### src/rtl/ddr_lane_aligner.sv
// Training controller for multi-lane LVDS DDR ADC capture: walks each lane through
// ISERDES bitslip phases and IODELAY taps until its word matches the training pattern.
module ddr_lane_aligner #(
  parameter int                NLANES     = 7,
  parameter int                SER_W      = 4,
  parameter logic [SER_W-1:0]  TRAIN_PAT  = 4'b1100,
  parameter int                DLY_TAPS   = 64,
  parameter int                SETTLE_CYC = 16,
  parameter int                MATCH_CNT  = 64
) (
  input  logic                    sdrClk,
  input  logic                    sdrRst,
  input  logic                    start,
  input  logic [NLANES*SER_W-1:0] sdrData,
  output logic [NLANES-1:0]       bitslip,
  output logic [NLANES-1:0]       dlyCe,
  output logic [NLANES-1:0]       dlyInc,
  output logic                    dlyRst,
  output logic                    busy,
  output logic                    done,
  output logic [NLANES-1:0]       locked,
  output logic [NLANES-1:0]       error
);

  localparam int TAP_W   = (DLY_TAPS > 1) ? $clog2(DLY_TAPS) : 1;
  localparam int SLIP_W  = (SER_W > 1) ? $clog2(SER_W) : 1;
  localparam int MATCH_W = $clog2(MATCH_CNT + 1);
  localparam int LANE_W  = (NLANES > 1) ? $clog2(NLANES) : 1;
  localparam int SET_W   = $clog2(SETTLE_CYC);

  localparam logic [TAP_W-1:0]   TAP_LAST    = TAP_W'(DLY_TAPS - 1);
  localparam logic [SLIP_W-1:0]  SLIP_LAST   = SLIP_W'(SER_W - 1);
  localparam logic [MATCH_W-1:0] MATCH_LAST  = MATCH_W'(MATCH_CNT - 1);
  localparam logic [LANE_W-1:0]  LANE_LAST   = LANE_W'(NLANES - 1);
  localparam logic [SET_W-1:0]   SETTLE_LAST = SET_W'(SETTLE_CYC - 1);
  localparam logic [NLANES-1:0]  LANE_ONE    = NLANES'(1);

  if (SETTLE_CYC < 2) begin : g_settle_check
    $error("ddr_lane_aligner: SETTLE_CYC must be at least 2");
  end

  typedef enum logic [2:0] {
    S_IDLE, S_DLYRST, S_SETTLE, S_CHECK, S_SLIP, S_INC, S_DONE
  } state_t;

  state_t               state;
  logic [LANE_W-1:0]    lane;
  logic [TAP_W-1:0]     tap;
  logic [SLIP_W-1:0]    slip_cnt;
  logic [MATCH_W-1:0]   match_cnt;
  logic [SET_W-1:0]     settle_cnt;

  logic [SER_W-1:0]     words [NLANES];
  logic [NLANES-1:0]    lane_sel;
  logic                 lane_match;
  logic                 lock_hit;
  logic                 give_up;

  for (genvar k = 0; k < NLANES; k++) begin : g_word
    assign words[k] = sdrData[k*SER_W +: SER_W];
  end

  // A lane finishes either by completing its consecutive-match run or by
  // failing on the very last phase of the very last tap.
  assign lane_sel   = LANE_ONE << lane;
  assign lane_match = (words[lane] == TRAIN_PAT);
  assign lock_hit   = lane_match && (match_cnt == MATCH_LAST);
  assign give_up    = !lane_match && (slip_cnt == SLIP_LAST) && (tap == TAP_LAST);

  always_ff @(posedge sdrClk) begin
    if (sdrRst) begin
      state      <= S_IDLE;
      lane       <= '0;
      tap        <= '0;
      slip_cnt   <= '0;
      match_cnt  <= '0;
      settle_cnt <= '0;
      bitslip    <= '0;
      dlyCe      <= '0;
      dlyInc     <= '0;
      dlyRst     <= 1'b0;
      busy       <= 1'b0;
      done       <= 1'b0;
      locked     <= '0;
      error      <= '0;
    end else begin
      bitslip <= '0;
      dlyCe   <= '0;
      dlyInc  <= '0;
      dlyRst  <= 1'b0;
      done    <= 1'b0;
      case (state)
        S_IDLE: begin
          if (start) begin
            locked <= '0;
            error  <= '0;
            dlyRst <= 1'b1;
            busy   <= 1'b1;
            state  <= S_DLYRST;
          end
        end
        S_DLYRST: begin
          lane       <= '0;
          tap        <= '0;
          slip_cnt   <= '0;
          settle_cnt <= '0;
          state      <= S_SETTLE;
        end
        S_SETTLE: begin
          match_cnt <= '0;
          if (settle_cnt == SETTLE_LAST) begin
            settle_cnt <= '0;
            state      <= S_CHECK;
          end else begin
            settle_cnt <= settle_cnt + 1'b1;
          end
        end
        S_CHECK: begin
          match_cnt <= lane_match ? match_cnt + 1'b1 : '0;
          if (lock_hit)
            locked <= locked | lane_sel;
          if (give_up)
            error <= error | lane_sel;
          if (lock_hit || give_up) begin
            if (lane == LANE_LAST) begin
              done  <= 1'b1;
              busy  <= 1'b0;
              state <= S_DONE;
            end else begin
              lane     <= lane + 1'b1;
              tap      <= '0;
              slip_cnt <= '0;
              state    <= S_SETTLE;
            end
          end else if (!lane_match) begin
            if (slip_cnt != SLIP_LAST) begin
              bitslip <= lane_sel;
              state   <= S_SLIP;
            end else begin
              dlyCe  <= lane_sel;
              dlyInc <= lane_sel;
              state  <= S_INC;
            end
          end
        end
        S_SLIP: begin
          slip_cnt <= slip_cnt + 1'b1;
          state    <= S_SETTLE;
        end
        S_INC: begin
          tap      <= tap + 1'b1;
          slip_cnt <= '0;
          state    <= S_SETTLE;
        end
        S_DONE:  state <= S_IDLE;
        default: state <= S_IDLE;
      endcase
    end
  end

endmodule

### config.mk
export PLATFORM = sky130hd
export DESIGN_NAME = ddr_lane_aligner
export DESIGN_NICKNAME = d
export VERILOG_FILES = /design/src/rtl/ddr_lane_aligner.sv
export SDC_FILE = /design/constraint.sdc
export NUM_CORES = 1
export LEC_CHECK = 0
export CORE_ASPECT_RATIO = 1.75
export CORE_MARGIN = 2
export CORE_UTILIZATION = 49
export CTS_CLUSTER_DIAMETER = 40
export DETAILED_ROUTE_END_ITERATION = 16
export GPL_TIMING_DRIVEN = 0
export PLACE_DENSITY = 0.81
export RECOVER_POWER = 25
export REMOVE_ABC_BUFFERS = 1
export SLEW_MARGIN = 10
export SYNTH_ARGS = -nofsm -noshare
export SYNTH_HDL_FRONTEND = slang
export SYNTH_SLANG_ARGS = --single-unit
export TNS_END_PERCENT = 1
### constraint.sdc
create_clock -name sdrClk -period 2.8 [get_ports sdrClk]
set_clock_uncertainty 0.15 [all_clocks]
set_input_delay 0.42 -clock sdrClk [delete_from_list [all_inputs] [get_ports sdrClk]]
set_output_delay 0.42 -clock sdrClk [all_outputs]
set_load 0.02 [all_outputs]
==> run metrics <==
status finished, final reports clean; Num Clock Sinks 56; die height 103 µm; grt ovf 0; # rows 36; core area 0.00550 mm²; post-CTS setup buffer count 0; CP Capture Type flop; Tcrit/Tclk final 0.922; CTS H-tree lvls 2; deepest clock path buffer count 2; number of library cell types mapped by synthesis 60; clock network power share 0.313; Fin. Hold Viols 0; drt pass-1 iters 5; WHS 0.327 ns; Avg Inst Size Synth 8.69 µm²; Hold Crit Depth 2; Tmin final 2.58 ns; reg2reg start match_cnt[0]; Max-Cap Viols 0; Synth Cell Area 0.00274 mm²; Layout area overhead 28.0%; Data required, critical path 2.89 ns; Hold Path Sink error[3]; vias per cell 5.70; Total Power 0.00144 W; routability-driven placement congestion ratio 0.876; Final Max Slew Viols 0; R2R cell count 7; first-pass GRT wire length 10.4 mm; initial antenna violation count 0; reg2reg end lane[2]; fillers 488; Setup violations, final 0; top_reg_cell synth dfxtp_1; Mapped Cells 315; P per Cell Area 411 mW/mm²; vias in the first global route 2396; sw frac 0.261; maximum VDD drop 0.320 mV; drt wl/cell 14.4 µm; vias post-DR 2541; Int Power 0.00106 W; Largest stage delay, worst path 0.52 ns; dpl hpwl 4.80 mm; worst-margin pin slew 0.910 ns; clk_lat worst skew 0.32 ns; TritonCTS clock tree yes; commonest cells after routing, fill and taps aside dfxtp_1 (55), nor2_1 (49), clkdlybuf4s50_1 (46); Root Buffer clkbuf_8; layout cells sized above 1 0.0784; Static Leak 1.34 nW; commonest non-fill, non-tap cell in the layout dfxtp_1; die area 0.00622 mm²; CTS clk-pin slew, worst paths 0.10 ns; CP Launch Type flop; Synth Register Bits 56; critical hold path startpoint error[3]; slowest CP cell nor3_4; f_max 0.387 GHz; Synth Warn # 0; post-layout net count 409; CP Class reg -> reg; Antenna Cells 0; slew margin rel. 0.392; DRT Wirelength 6.44 mm; crit path cell chain ha_1 -> nand3_1 -> nor3_4 -> a311oi_1 -> or2_1 -> or4_1 -> a31oi_1; DRC 0; Global Route Usage Sum 0.214; CP max FO 12; HP Class reg -> reg; Port Buf Inserts 68; register area share after synthesis 0.410; cts bufs inserted 5; IO Pins 69; combinational share of power 0.111; sequential power share 0.576; Initial Util 0.498; critical path arrival 2.68 ns; die width 60.5 µm; number of flops mapped to enable cells by yosys 0; reg2reg setup slack 0.22 ns; DRT iter0 DRCs 113; pin count of the biggest net entering global routing 25; P_sw 0.000377 W; fraction of registers with async set/reset 0; setup_tns 0 ns; Detail Route Antenna Nets 0; RSZ-0062 raised after global routing no
## cell families (layout without fill, tap and decap cells)
group                    after synthesis  after routing  share of synthesized area
XOR/XNOR                               4              4                     0.0128
multiplexers                           1              1                    0.00411
AO/OA/AOI/OAI                         86             86                      0.236
adder cells (fa/ha/maj)                9              9                     0.0412
flip-flops                            56             56                      0.410
AND/OR/NAND/NOR                      126            126                      0.236
buffers and inverters                 33             88                     0.0604
## through the flow
stage	cell area, µm²	std cells	setup slack, ns	utilization
floorplan	2620	294	0.292	-
global placement	3390	438	-0.290	0.617
detailed placement	3390	438	-0.300	0.617
CTS	3490	446	0.0755	0.635
global route	3500	446	0.0339	0.638
finish	3500	446	0.217	0.638
## final cells by class
type,count,area (µm²),area share
Tap cell,76,95.1,0.0271
Timing Repair Buffer,68,681,0.194
Multi-Input combinational cell,226,1470,0.419
Inverter,12,45.0,0.0129
Clock buffer,5,68.8,0.0196
Sequential cell,56,1120,0.320
Clock inverter,3,22.5,0.00643
## synthesized netlist by cell type (2+ instances only)
cell type / instances / share of area
and3_1: 5 / 0.011
o221a_2: 2 / 0.0082
nor2b_1: 6 / 0.014
a22o_1: 7 / 0.022
ha_1: 9 / 0.041
a22oi_1: 2 / 0.0055
o21ai_1: 2 / 0.0037
clkbuf_1: 9 / 0.012
o31ai_1: 2 / 0.0055
a21oi_1: 18 / 0.033
a31oi_1: 13 / 0.030
nand3_1: 12 / 0.022
o211ai_1: 3 / 0.0082
xnor2_1: 2 / 0.0064
nor3_1: 5 / 0.0091
a41oi_1: 5 / 0.016
o21ai_0: 9 / 0.016
nor3_2: 2 / 0.0073
and2_1: 2 / 0.0046
xor2_1: 2 / 0.0064
nor2_1: 49 / 0.067
a311oi_1: 4 / 0.013
buf_4: 9 / 0.025
a21o_1: 3 / 0.0082
inv_1: 12 / 0.016
buf_1: 2 / 0.0027
nor4_1: 2 / 0.0046
nand4_1: 3 / 0.0069
nand2_1: 22 / 0.030
nor4bb_1: 3 / 0.011
or4_1: 2 / 0.0055
a211oi_1: 3 / 0.0082
nand2b_1: 2 / 0.0046
dfxtp_1: 56 / 0.41
## critical path, delay by kind of cell (launching register included)
kind | cells | cell delay [ns]
simple gates | 4 | 1.52
fa+ha+maj | 1 | 0.20
flops | 1 | 0.38
compound gates | 2 | 0.27
## power by group through the flow
stage / clock (W) / sequential (W) / combinational (W)
global placement: 0 / 0.000847 / 0.000157
CTS: 0.000454 / 0.000829 / 0.000161
detailed placement: 0 / 0.000848 / 0.000160
floorplan: 0 / 0.000848 / 0.0000766
finish: 0.000450 / 0.000830 / 0.000160
global route: 0.000489 / 0.000833 / 0.000175
## state kept, by name, summed over array words and instances (netlist names)
| register | cells |
|---|---|
| bitslip | 7 |
| busy | 1 |
| dlyInc | 7 |
| dlyRst | 1 |
| done | 1 |
| error | 7 |
| lane | 3 |
| locked | 7 |
| match_cnt | 7 |
| settle_cnt | 4 |
| slip_cnt | 2 |
| state | 3 |
| tap | 6 |
## routing by layer
metal  GRT usage  up-vias  wire length (µm)
met5           0        -                 0
li1            -     1255                 -
met2       0.389       75              3490
met4       0.120        0               216
met1       0.226     1193              2480
met3      0.0314       18               258
## timing repair
action,4_1_cts,5_1_grt
resized for setup,1,3
setup endpoints to repair,14,7
hold endpoints to repair,0,0
hold buffers,0,0
cloned,0,0
## worst max-delay path by stage
stage,startpoint,endpoint,depth (start not counted)
after CTS,lane[0],lane[2],7
after floorplan,match_cnt[0],lane[2],7
after global placement,match_cnt[0],lane[2],7
final,match_cnt[0],lane[2],7
after global routing,match_cnt[0],lane[2],7
after detailed placement,match_cnt[0],lane[2],7
Power figures use the tool's default switching activity.
